--- config.mk ---
export PLATFORM = sky130hd
export DESIGN_NAME = float_maxpool
export DESIGN_NICKNAME = d
export VERILOG_FILES = /design/src/rtl/float_maxpool_pkg.sv /design/src/rtl/float_max.sv /design/src/rtl/float_maxpool.sv
export VERILOG_INCLUDE_DIRS = /design/src /design/src/rtl
export SDC_FILE = /design/constraint.sdc
export NUM_CORES = 1
export LEC_CHECK = 0
export ABC_AREA = 1
export CORE_MARGIN = 2
export CORE_UTILIZATION = 35
export DETAILED_ROUTE_END_ITERATION = 8
export PLACE_DENSITY = 0.62
export SYNTH_ARGS = -nofsm -noshare
export SYNTH_HDL_FRONTEND = slang
export SYNTH_HIERARCHICAL = 1
export SYNTH_SLANG_ARGS = --single-unit
--- constraint.sdc ---
create_clock -name clk -period 2.5 [get_ports clk]
set_clock_uncertainty 0.05 [all_clocks]
set_input_delay 0.625 -clock clk [delete_from_list [all_inputs] [get_ports clk]]
set_output_delay 0.625 -clock clk [all_outputs]
set_load 0.005 [all_outputs]
--- src/rtl/float_macros.vh ---
// Shared float field macros for the matmul output path stages.
// Parameter list, element width, field slices and the canonical quiet NaN.
`ifndef FLOAT_MACROS_VH
`define FLOAT_MACROS_VH

`define FLOAT_PARAMS parameter int EXP_WIDTH = 8, parameter int FRAC_WIDTH = 23
`define FLOAT_WIDTH (1 + EXP_WIDTH + FRAC_WIDTH)

`define FLOAT_SIGN(x) (x[EXP_WIDTH+FRAC_WIDTH])
`define FLOAT_MAG(x) (x[EXP_WIDTH+FRAC_WIDTH-1:0])
`define FLOAT_EXP(x) (x[EXP_WIDTH+FRAC_WIDTH-1:FRAC_WIDTH])
`define FLOAT_FRAC(x) (x[FRAC_WIDTH-1:0])

`define FLOAT_QNAN {1'b0, {EXP_WIDTH{1'b1}}, 1'b1, {(FRAC_WIDTH-1){1'b0}}}

`endif

--- src/rtl/float_maxpool_pkg.sv ---
// Shared constants and helpers for the float max-pooling stage.
// Window counter sizing lives here so tests and RTL agree on it.
`include "float_macros.vh"

package float_maxpool_pkg;

    localparam int POOL_SIZE_DEF = 4;

    // A one-element window still needs a one-bit counter.
    function automatic int cnt_bits(input int n);
        return (n > 1) ? $clog2(n) : 1;
    endfunction

endpackage

--- src/rtl/float_max.sv ---
// Combinational max of two sign-magnitude floats; ties keep a.
// Signed zeros compare equal, so -0 vs +0 also keeps a.
`include "float_macros.vh"

module float_max
    import float_maxpool_pkg::*;
#(
    `FLOAT_PARAMS
) (
    input  logic [`FLOAT_WIDTH-1:0] a,
    input  logic [`FLOAT_WIDTH-1:0] b,
    output logic [`FLOAT_WIDTH-1:0] max
);

    logic b_wins;

    always_comb begin
        b_wins = 1'b0;
        if (`FLOAT_MAG(a) == '0 && `FLOAT_MAG(b) == '0) begin
            b_wins = 1'b0;
        end else if (`FLOAT_SIGN(a) != `FLOAT_SIGN(b)) begin
            b_wins = `FLOAT_SIGN(a);
        end else if (!`FLOAT_SIGN(a)) begin
            b_wins = `FLOAT_MAG(b) > `FLOAT_MAG(a);
        end else begin
            b_wins = `FLOAT_MAG(b) < `FLOAT_MAG(a);
        end
    end

    assign max = b_wins ? b : a;

endmodule

--- src/rtl/float_maxpool.sv ---
// Streaming max-pool over POOL_SIZE elements, early close on in_last.
// Optional FLOAT_MAXPOOL_NAN_EN: any NaN in a window yields canonical qNaN.
`include "float_macros.vh"

module float_maxpool
    import float_maxpool_pkg::*;
#(
    `FLOAT_PARAMS,
    parameter int POOL_SIZE = POOL_SIZE_DEF
) (
    input  logic                    clk,
    input  logic                    rst_n,
    input  logic [`FLOAT_WIDTH-1:0] in,
    input  logic                    in_valid,
    input  logic                    in_last,
    output logic                    in_ready,
    output logic [`FLOAT_WIDTH-1:0] res,
    output logic                    res_valid,
    input  logic                    res_ready
);

    localparam int W  = `FLOAT_WIDTH;
    localparam int CW = cnt_bits(POOL_SIZE);

    logic [W-1:0]  acc;
    logic [CW-1:0] cnt;
    logic [W-1:0]  max_ai;
    logic [W-1:0]  cand;
    logic [W-1:0]  res_next;
    logic          accept;
    logic          closing;

    float_max #(
        .EXP_WIDTH (EXP_WIDTH),
        .FRAC_WIDTH(FRAC_WIDTH)
    ) u_max (
        .a  (acc),
        .b  (in),
        .max(max_ai)
    );

    // Stalled output blocks all input, closing or not.
    assign in_ready = !(res_valid && !res_ready);
    assign accept   = in_valid && in_ready;
    assign closing  = (cnt == CW'(POOL_SIZE - 1)) || in_last;
    assign cand     = (cnt == '0) ? in : max_ai;

`ifdef FLOAT_MAXPOOL_NAN_EN
    logic nan_seen;
    logic nan_in;

    assign nan_in = (`FLOAT_EXP(in) == {EXP_WIDTH{1'b1}})
                 && (`FLOAT_FRAC(in) != '0);

    always_comb begin
        res_next = cand;
        if (nan_seen || nan_in) begin
            res_next = `FLOAT_QNAN;
        end
    end

    always_ff @(posedge clk or negedge rst_n) begin
        if (!rst_n) begin
            nan_seen <= 1'b0;
        end else if (accept) begin
            nan_seen <= closing ? 1'b0 : (nan_seen || nan_in);
        end
    end
`else
    always_comb begin
        res_next = cand;
    end
`endif

    always_ff @(posedge clk or negedge rst_n) begin
        if (!rst_n) begin
            acc       <= '0;
            cnt       <= '0;
            res       <= '0;
            res_valid <= 1'b0;
        end else if (accept && closing) begin
            res       <= res_next;
            res_valid <= 1'b1;
            cnt       <= '0;
        end else begin
            if (res_ready) begin
                res_valid <= 1'b0;
            end
            if (accept) begin
                acc <= cand;
                cnt <= cnt + CW'(1);
            end
        end
    end

endmodule
==> flow_metrics.tcl <==
set metrics [dict create \
    timing.final.crit_share_pct 98.3 \
    cp-end-kind "register" \
    drt-total-wl_um 14800 \
    ctsLongestPathBuffers 2 \
    slowest_stage "dfrtp_1" \
    gr-usage-all-layers_pct 20.8 \
    p_total_mw 7.00 \
    num-fill-cells 1303 \
    grt_pass1_wl_um 23400 \
    die_area_um2 14300 \
    port_buffers 70 \
    synthCells 703 \
    drive_above_1_share_pct 24.7 \
    slowest_delay_ps 390 \
    antenna_left 0 \
    antenna_cells 0 \
    cts_root_buffer "clkbuf_16" \
    finalCriticalPeriod_ps 2460 \
    rrSetupSlack_ps 40 \
    whs_ps 250 \
    ys_ff_latch 67 \
    rsz0062_at_grt "true" \
    die_width_um 119 \
    netlist_area_um2 4670 \
    cts_num_sinks 67 \
    status "finished, final reports clean" \
    grt_max_degree 68 \
    cp-start-kind "register" \
    worstPathMaxFanout 8 \
    grt_pass1_vias 4644 \
    initial_core_util_pct 35.5 \
    dieHeight_um 119 \
    cts_tree "built" \
    clock_latency_ps 350 \
    r2r-end "acc[5]" \
    postLayoutCoreUtil_pct 50.9 \
    clkTransAtPathRegs_ps 50 \
    maxSlewViolCount 0 \
    drc 0 \
    max_slew_margin_pct 74.9 \
    peakVddDrop_mv 0.565 \
    cp_cell_sequence "inv_1 > ha_4 > nand2_4 > nor2_4 > buf_4 > a21oi_2 > nand2_1 > nand2_1 > nand2_2 > a21oi_4 > buf_12 > buf_12 > nand2_8 > nand2_2 > nand2_1 > nand2_1 > nand2_2 > nand3_2 > nand2_1" \
    critPathKind "register to register" \
    dr.pass1.iters 5 \
    yosysSeqAreaShare_pct 35.9 \
    gp_congestion 0.893 \
    design.core.area_um2 13100 \
    r2r_cells 19 \
    cap_violations 0 \
    path_common_cell "nand2_1" \
    yosysWarnings 6 \
    postSynthAreaPerCell_um2 6.64 \
    dp_cells 968 \
    clock.fmax_mhz 407 \
    vias 4887 \
    tightest_slew_ps 376 \
    avgRoutedWirePerCell_um 14.8 \
    first_iter_violations 359 \
    vias_per_cell 4.88 \
    required_ps 2690 \
    power_density_nw_per_um2 1050 \
    row_count 42 \
    finalSetupViolCount 0 \
    grt_overflow_total 0 \
    p_leak_nw 3.50 \
    arrival_ps 2640 \
    fin_cells 1002 \
    yosysUniqueCellTypes 20 \
    dp_slack_ps -631 \
    numCtsBuffers 9 \
    synth.net_count 773 \
    finalHoldViolCount 0 \
    finalNetCount 892 \
    r2r-start "acc[13]" \
    hold_class "primary input to async pin" \
    ios 71 \
    worst_slack_ps 41.3 \
    dp_hpwl_um 9370 \
    syn_to_final_growth_pct 43.1 \
    antenna_found_initial 0 \
    htreeDepth 3 \
]
cell families after synthesis:
logic type      Yosys count  share of synthesized area [%]
simple gates            499                           44.4
buf+inv                  90                           8.95
fa+ha+maj                33                           8.84
compound gates           14                           1.85
flops                    67                           35.9
synth_stat cells (all sizes together):
cell | n | area, um^2
nand4 | 13 | 81.3
buf | 27 | 181
nor3b | 1 | 7.51
nor2 | 28 | 110
clkbuf | 8 | 30.0
inv | 55 | 206
ha | 33 | 413
a21o | 2 | 15.0
nand2 | 345 | 1320
nor3 | 5 | 25.0
nand3 | 107 | 536
dfrtp | 67 | 1680
a21oi | 12 | 71.3
sequential cells by signal (all words and copies together), names as in the netlist:
signal and flops:
acc 32, cnt 2, res_valid 1, res 32
how the worst max path moves through the flow:
| stage | start | end | slack, ps |
|---|---|---|---|
| CTS | in[28] | res[8] | 1 |
| global route | acc[10] | acc[5] | -110 |
| global placement | in[22] | res[0] | -620 |
| finish | acc[13] | acc[5] | 40 |
| detailed placement | in[14] | acc[23] | -630 |
| floorplan | in[22] | acc[17] | 140 |
cell type report:
cell class	count	area (um^2)	area share, %
Multi-Input combinational cell	548	3050	45.7
Sequential cell	67	1680	25.1
Timing Repair Buffer	141	1240	18.6
Clock buffer	13	270	4.04
Tap cell	176	220	3.30
Inverter	55	206	3.09
Clock inverter	2	10.0	0.150
worst max-delay path, delay by kind of cell (launching register included):
family	cells	cell delay [ps]
buffers and inverters	4	560
DFF	1	390
adders and majority gates	1	230
and+or+nand+nor	12	840
AOI/OAI and AO/OA	2	270
cell usage in the layout (no fill, tap or decap), drive strengths merged:
master,count
clkbuf,34
nand3,107
a21oi,12
dlygate4sd2,4
nor3,5
clkdlybuf4s15,5
clkinv,2
nor2,28
nor3b,1
clkdlybuf4s50,38
inv,55
nand4,13
dfrtp,67
a21o,2
nand2,347
ha,33
buf,73
per-stage QoR:
stage,setup TNS (ps),cell area [um^2]
after CTS,0,6370
after global routing,-3770,6680
after floorplan,0,4670
final,0,6680
after detailed placement,-38890,5830
after global placement,-38440,5830
what timing repair did:
action	4_1_cts	5_1_grt
setup buffers	5	10
hold buffers	0	0
endpoints found under the setup margin	64	64
cloned	4	0
resized for setup	68	118
pin swaps	23	47
report_power, final:
group | internal (mW) | switching (mW) | total, mW
combinational | 1.80 | 2.13 | 3.93
clock | 0.743 | 0.477 | 1.22
sequential | 1.52 | 0.331 | 1.85
total | 4.06 | 2.94 | 7.00
layer usage:
layer	vias to the layer above	part of all wire [%]	GRT usage (%)
li1	2468	-	-
met1	2245	45	27.6
met5	-	0	0
met3	24	5.3	4.13
met2	150	48	33.4
met4	0	2.2	8.46
(Power assumes the default switching activity.)
